$ cat src/rtl/pipe_csel_adder.sv
//
// pipe_csel_adder -- parametrised, pipelined carry-select adder/subtractor
// with valid/ready flow control on both sides.
//
// Optional feature macro: PIPE_CSEL_ADDER_SATURATE_EN
//   defined     : the final stage clamps sum to max positive / max negative
//                 (chosen by the sign of A) when signed overflow occurs;
//                 cout and of still come from the raw addition.
//   not defined : sum is always the wrapped (modulo 2^WIDTH) result.
//
// Parameters:
//   WIDTH  : operand/result width, >= 8
//   SEG_W  : carry-select segment width, must divide WIDTH
//   STAGES : pipeline register stages, must divide WIDTH/SEG_W
//
// Ports:
//   clk, rst            : clock, asynchronous active-high reset
//   in_valid / in_ready : operand beat handshake
//   A, B, cin, sub      : operands; sub=1 computes A + ~B + 1 (cin ignored)
//   out_valid/out_ready : result beat handshake
//   sum, cout, of       : result, raw carry out of MSB, signed overflow
//
// The last stage's register is the output register, so a beat accepted in
// cycle c is presented in cycle c+STAGES and the pipeline holds STAGES beats.

module pipe_csel_adder #(
    parameter int WIDTH  = 32,
    parameter int SEG_W  = 8,
    parameter int STAGES = 2
) (
    input  logic             clk,
    input  logic             rst,
    input  logic             in_valid,
    output logic             in_ready,
    input  logic [WIDTH-1:0] A,
    input  logic [WIDTH-1:0] B,
    input  logic             cin,
    input  logic             sub,
    output logic             out_valid,
    input  logic             out_ready,
    output logic [WIDTH-1:0] sum,
    output logic             cout,
    output logic             of
);

    localparam int NSEG = WIDTH / SEG_W;
    localparam int SPS  = NSEG / STAGES;   // segments resolved per stage

    // Stage-k inputs: operand A, prepared operand Bx, bits resolved so far,
    // and the carry into the first segment stage k resolves.
    logic [WIDTH-1:0] w_a  [STAGES];
    logic [WIDTH-1:0] w_b  [STAGES];
    logic [WIDTH-1:0] w_lo [STAGES];
    logic             w_c  [STAGES];

    logic [STAGES-1:0] r_v;     // per-stage valid bits
    logic [STAGES-1:0] w_vin;   // valid bit presented to each stage
    logic [STAGES-1:0] w_ld;    // stage loads this cycle

    logic [WIDTH-1:0] r_sum;
    logic             r_cout;
    logic             r_of;

    // Operand preparation: subtraction is A + ~B + 1.
    assign w_a[0]  = A;
    assign w_b[0]  = sub ? ~B : B;
    assign w_lo[0] = '0;
    assign w_c[0]  = sub | cin;

    // Load chain from the output backwards: a stage loads when it is empty
    // or its successor loads, so empty slots absorb beats during a stall.
    always_comb begin
        logic ld;
        w_ld = '0;
        ld   = !r_v[STAGES-1] || out_ready;
        w_ld[STAGES-1] = ld;
        for (int k = STAGES - 2; k >= 0; k--) begin
            ld      = !r_v[k] || ld;
            w_ld[k] = ld;
        end
    end

    always_comb begin
        w_vin    = '0;
        w_vin[0] = in_valid;
        for (int k = 1; k < STAGES; k++) begin
            w_vin[k] = r_v[k-1];
        end
    end

    assign in_ready  = w_ld[0] && !rst;
    assign out_valid = r_v[STAGES-1];

    always_ff @(posedge clk or posedge rst) begin
        if (rst) begin
            r_v <= '0;
        end else begin
            for (int k = 0; k < STAGES; k++) begin
                if (w_ld[k]) begin
                    r_v[k] <= w_vin[k];
                end
            end
        end
    end

    for (genvar k = 0; k < STAGES; k++) begin : g_stage
        logic [WIDTH-1:0] w_lo_n;
        logic             w_c_n;
        logic [SEG_W:0]   w_s0;
        logic [SEG_W:0]   w_s1;
        logic [SEG_W:0]   w_sel;

        // Each segment forms its sum for carry-in 0 and 1; the rippling
        // segment carry only drives the select.
        // NOTE: blocking assignments here are deliberate -- the carry must
        // ripple through the segment loop within one evaluation.
        always_comb begin
            w_s0   = '0;
            w_s1   = '0;
            w_sel  = '0;
            w_lo_n = w_lo[k];
            w_c_n  = w_c[k];
            for (int s = 0; s < SPS; s++) begin
                w_s0  = {1'b0, w_a[k][(k*SPS+s)*SEG_W +: SEG_W]}
                      + {1'b0, w_b[k][(k*SPS+s)*SEG_W +: SEG_W]};
                w_s1  = w_s0 + {{SEG_W{1'b0}}, 1'b1};
                w_sel = w_c_n ? w_s1 : w_s0;
                w_lo_n[(k*SPS+s)*SEG_W +: SEG_W] = w_sel[SEG_W-1:0];
                w_c_n = w_sel[SEG_W];
            end
        end

        if (k < STAGES - 1) begin : g_mid
            logic [WIDTH-1:0] r_a;
            logic [WIDTH-1:0] r_b;
            logic [WIDTH-1:0] r_lo;
            logic             r_c;

            // NOTE: datapath registers carry no reset; the stage valid bit
            // alone decides whether their contents mean anything.
            always_ff @(posedge clk) begin
                if (w_ld[k] && w_vin[k]) begin
                    r_a  <= w_a[k];
                    r_b  <= w_b[k];
                    r_lo <= w_lo_n;
                    r_c  <= w_c_n;
                end
            end

            assign w_a[k+1]  = r_a;
            assign w_b[k+1]  = r_b;
            assign w_lo[k+1] = r_lo;
            assign w_c[k+1]  = r_c;
        end else begin : g_last
            logic [WIDTH-1:0] w_sum;
            logic             w_of;

            // Operands of equal sign producing a result of the other sign.
            assign w_of = (w_a[k][WIDTH-1] == w_b[k][WIDTH-1])
                       && (w_lo_n[WIDTH-1] != w_a[k][WIDTH-1]);

`ifdef PIPE_CSEL_ADDER_SATURATE_EN
            always_comb begin
                w_sum = w_lo_n;
                if (w_of) begin
                    w_sum = w_a[k][WIDTH-1] ? {1'b1, {(WIDTH-1){1'b0}}}
                                            : {1'b0, {(WIDTH-1){1'b1}}};
                end
            end
`else
            assign w_sum = w_lo_n;
`endif

            // Output registers change only when a valid beat lands, which
            // keeps a stalled beat stable.
            always_ff @(posedge clk or posedge rst) begin
                if (rst) begin
                    r_sum  <= '0;
                    r_cout <= 1'b0;
                    r_of   <= 1'b0;
                end else if (w_ld[k] && w_vin[k]) begin
                    r_sum  <= w_sum;
                    r_cout <= w_c_n;
                    r_of   <= w_of;
                end
            end
        end
    end

    assign sum  = r_sum;
    assign cout = r_cout;
    assign of   = r_of;

endmodule

$ cat config.mk
export PLATFORM = sky130hd
export DESIGN_NAME = pipe_csel_adder
export DESIGN_NICKNAME = d
export VERILOG_FILES = /design/src/rtl/pipe_csel_adder.sv
export SDC_FILE = /design/constraint.sdc
export NUM_CORES = 1
export LEC_CHECK = 0
export ABC_AREA = 1
export BUFFER_PORTS_ARGS = -buffer_cell sky130_fd_sc_hd__buf_2
export CAP_MARGIN = 10
export CELL_PAD_IN_SITES_DETAIL_PLACEMENT = 1
export CELL_PAD_IN_SITES_GLOBAL_PLACEMENT = 2
export CORE_MARGIN = 2
export CORE_UTILIZATION = 35
export DETAILED_ROUTE_END_ITERATION = 16
export PLACE_DENSITY_LB_ADDON = 0.1
export SLEW_MARGIN = 10
export SYNTH_ARGS = -nofsm -noshare
export SYNTH_HDL_FRONTEND = slang
export SYNTH_SLANG_ARGS = --single-unit
$ cat constraint.sdc
create_clock -name clk -period 4.12 [get_ports clk]
set_clock_uncertainty 0.2 [all_clocks]
set_input_delay 0.412 -clock clk [delete_from_list [all_inputs] [get_ports clk]]
set_output_delay 0.412 -clock clk [all_outputs]
set_load 0.02 [all_outputs]
# --- After elaboration in Yosys (flattened, before gate mapping) ---
# Cells that the tools add are included.
totals:
  regBits: 117
  in_bits: 70
  output_inout_bits: 36
  wordCells: 35
classes:
  add_sub_neg: 8
  n_eq_ne: 2
  mux: 5
  bitwise_logic: 2
  reduce_logical: 9
ops:
  columns: ["operator", "count"]
  rows:
  - ["adder 8 x 8 -> 9 bit", 4]
  - ["adder 9 x 1 -> 9 bit (second input constant)", 4]
  - ["2-to-1 mux 9 bit", 4]
  - ["2-to-1 mux 32 bit", 1]
  - ["inverter 32 bit", 1]
  - ["logical AND 1 bit", 4]
  - ["logical NOT 1 bit", 3]
  - ["logical OR 1 bit", 2]
  - ["equality test 1 bit", 1]
  - ["inequality test 1 bit", 1]
  - ["bitwise OR 1 bit", 1]

# --- Logic depth before layout (Yosys ltp) ---
logic_depth:
  word_depth: 6
  depth_mapped: 18
  ltp_nobuf: 17

# --- Worst setup path before layout ---
# Ideal clock, no wire load.
synth_timing:
  kind: "input-to-reg"
  start: "input sub"
  end: "register g_stage[0].g_mid.r_lo[15], data pin"
  setup_ns: 0.253
  t_arrival_ns: 3.132
  required_ns: 3.667
  slack_ns: 0.536
  path_stages: 17
  n_path_buf: 2
  cell_sequence: "buf_4 clkbuf_1 xor2_1 ha_1 inv_1 fa_1 inv_1 ha_1 inv_1 nor2_2 nand2_1 nor3_2 nand3_2 o21ai_4 nand2_4 nand2_1 nand2_1"
synth_via:
  elab_chain_cells: 5
  word_cells_on_any_way: 8
  cone_classes: "add/sub: 4; mux: 3; bitwise: 1"
synth_rtl:
  columns: ["element", "line_no", "text"]
  rows:
  - ["start, declared", "38", "input logic sub,"]
  - ["2-to-1 mux 32 bit", "66", "assign w_b[0] = sub ? ~B : B;"]
  - ["adder 8 x 8 -> 9 bit", "125", "+ {1'b0, w_b[k][(k*SPS+s)*SEG_W +: SEG_W]};"]
  - ["adder 9 x 1 -> 9 bit", "126", "w_s1 = w_s0 + {{SEG_W{1'b0}}, 1'b1};"]
  - ["2-to-1 mux 9 bit", "127", "w_sel = w_c_n ? w_s1 : w_s0;"]
  - ["2-to-1 mux 9 bit *", "127", null]
  - ["net g_stage[0].w_lo_n[15]", "107", "logic [WIDTH-1:0] w_lo_n;"]
  - ["end signal, assigned", "145", "r_lo <= w_lo_n;"]
  - ["end, declared", "136", "logic [WIDTH-1:0] r_lo;"]
# Mark *: on every way through the listed nets, which the timed path passes. The rest lies on a longest branch.
# A chain may end at the register's enable or synchronous reset.

# --- Worst setup path in the final report ---
layout_timing:
  start: "input sub"
  end: "register g_stage[0].g_mid.r_lo[8], data pin"
# The elaborated chain is that of the path after synthesis.

==> results.cfg <==
[status]
run_status = finished, violations left
failed_checks = hold timing

[global_route]
grt_antenna_before_repair = 0
grt_max_degree = 50
gr-total-overflow = 0
grt.total_usage_pct = 16.39
grt_pass1_vias = 4631
grt_pass1_wl_um = 21670

[timing]
worstMarginPinSlew_ns = 1.056
timing.final.crit_share_pct = 75.70
relSlewSlack_pct = 29.49
grt_setup_unrepaired = false
final_hold_viol_count = 5
hold-worst-slack_ns = -0.002685
slew_violations = 0
worst_slack_ns = 1.001
fin_crit_ns = 3.119
tns_ns = 0
max_freq_mhz = 320.6
finalSetupViolCount = 0

[worst_setup_path]
critPathKind = input pin to register
rr_worst_depth = 14
path_max_fanout = 10
start_kind = input pin
worstPathCellList = buf_2 -> xor2_1 -> ha_1 -> inv_1 -> fa_1 -> inv_1 -> ha_1 -> inv_1 -> nor2_2 -> nand2_1 -> nor3_2 -> nand3_2 -> o21ai_4 -> nand2_4 -> nand2_1 -> nand2_1
cp_slowest_stage_delay_ns = 0.45
crit_slowest_cell = fa_1
crit_buf_inv = 4
cp-end-kind = register
crit_cells = 16
worst-endpoint-required_ns = 4.01
critical-path-top-delay-family = simple AND/OR/NAND/NOR gates
cp.arrival_ns = 3.01

[clock_tree]
postCtsSetupRepairBufs = 0
cts_root_buf = clkbuf_16
tritoncts = done
cts_hold_buf = 0
numCtsBuffers = 9
ctsHtreeMaxLevel = 3
ctsLongestPathBuffers = 2
clkSinkCount = 85
postCtsResizedCells = 0
clk_pin_slew_ns = 0.07
clk_latency_ns = 0.33

[floorplanning]
core_um2 = 15200
die_height_um = 128.5
start_util_pct = 35.70
io_pins = 106
fp-row-count = 45
die_area_um2 = 16520
die_width_um = 128.5

[run]
maxCapViolCount = 0

[final_layout]
finalInstanceArea_um2 = 6442
finalNonFillerCells = 939
finalNetCount = 856
area_growth_pct = 18.72
layout-drive-gt1-share_pct = 18.64
fillCellCount = 1855
final_core_util_pct = 42.38
antenna_cells = 0

[synth]
ys_top_cells_by_count = nand2_1, inv_1, edfxtp_1, xor2_1, nand3_1
syn_area_um2 = 5426
synthFlopType = edfxtp_1
ys_ff_latch = 85
synth_top_area_share_pct = 27.12
avgSynthCellArea_um2 = 8.519
synth_area_leaders = edfxtp_1, dfrtp_1, nand2_1
ys.warnings.count = 0
synthCells = 637
yosys.area.top_type = edfxtp_1
yosysUniqueCellTypes = 43
yosysMostFrequentCell = nand2_1
synth_edf_count = 49
syn_nets = 747
ys_seq_area_share_pct = 43.72
async_flop_share_pct = 42.35

[pwr]
vdd_ir_drop_max_mv = 0.2213
pwr-share-comb_pct = 37.6
p_switching_mw = 1.209
power_frac_clock_pct = 23.9
swShare_pct = 38.20
p_int_mw = 1.956
p_leak_nw = 3.260
p_seq_share_pct = 38.6
powerDensity_nw_per_um2 = 491.2
power_mw = 3.165

[placed_design]
io_buffer_count = 105
dp_hpwl_um = 10380
place_ws_ns = 0.6138
dp.cells = 923
gp_congestion = 0.8048
place_area_um2 = 6165

[route]
drc = 0
ant_nets = 0
wirelength_um = 12850
first_iter_violations = 180
vias = 4432
drtPass1Iterations = 4
wire_per_inst_um = 13.68
via_per_inst = 4.720

[worst_hold_path]
hold_class = input pin to async pin
==> final timing paths <==
path	from	endpoint	slack (ns)
setup / recovery	sub	g_stage[0].g_mid.r_lo[8]	1.00
hold / removal	rst	sum[1]	-0.003
setup reg to reg	g_stage[0].g_mid.r_a[16]	of	1.01
hold reg to reg	g_stage[0].g_mid.r_lo[2]	sum[2]	0.24
max in group asynchronous	rst	sum[23]	3.35
min in group clk	A[23]	g_stage[0].g_mid.r_a[23]	0.05
==> routing by layer <==
metal  wire (um)  GRT usage, %  part of all wire [%]  vias to the layer above
met4         153         4.412                   1.2                        0
met3         442         2.703                   3.4                        9
met1        5564         19.40                    43                     2053
met5           0             0                     0                        -
met2        6688         30.69                    52                       75
li1            -             -                     -                     2295
==> logic make-up (layout without fill, tap and decap cells) <==
family / count (synthesis) / in the layout / synth area share (%)
AND/OR/NAND/NOR: 320 / 320 / 25.32
flip-flops: 85 / 85 / 43.72
buffers and inverters: 85 / 199 / 6.133
XOR/XNOR: 59 / 59 / 9.661
AO/OA/AOI/OAI: 48 / 48 / 5.396
adder cells (fa/ha/maj): 40 / 40 / 9.776
==> tightest hold or removal path, delay by kind of cell <==
kind | cells | cell delay, ns
buffers and inverters | 3 | 0.57
==> power by group through the flow <==
| stage | registers, mW | clock network [mW] | logic (mW) |
|---|---|---|---|
| after global routing | 1.25 | 0.812 | 1.36 |
| after detailed placement | 1.24 | 0 | 1.21 |
| final | 1.22 | 0.755 | 1.19 |
| after floorplan | 1.38 | 0 | 0.693 |
| after CTS | 1.23 | 0.782 | 1.21 |
| after global placement | 1.23 | 0 | 1.18 |
==> state kept, by name, indices dropped and copies added (netlist names) <==
register	flops
g_stage.g_mid.r_lo	16
g_stage.g_mid.r_a	16
g_stage.g_mid.r_b	16
r_v	2
cout	1
of	1
g_stage.g_mid.r_c	1
sum	32
==> area by class of cell <==
cell class | count | area (um^2) | share of cell area [%]
inverter | 74 | 280.3 | 4.350
multi-input combinational | 467 | 2721 | 42.24
clock inverter | 6 | 48.80 | 0.7574
clock buffer | 10 | 229.0 | 3.554
tap | 188 | 235.2 | 3.651
timing repair buffer | 109 | 555.5 | 8.623
sequential | 85 | 2372 | 36.82
==> cell usage in the layout (no fill, tap or decap), drive strengths merged, types with 4 or more instances in the layout <==
cell type and instances:
nand3 41, nor2 41, edfxtp 49, nand2 208, fa 4, ha 36, clkbuf 10, o21ai 12
a31oi 9, xor2 48, nand3b 7, a21oi 17, inv 74, xnor2 11, dfrtp 36, buf 109
nand4 14
(Power assumes the default switching activity.)
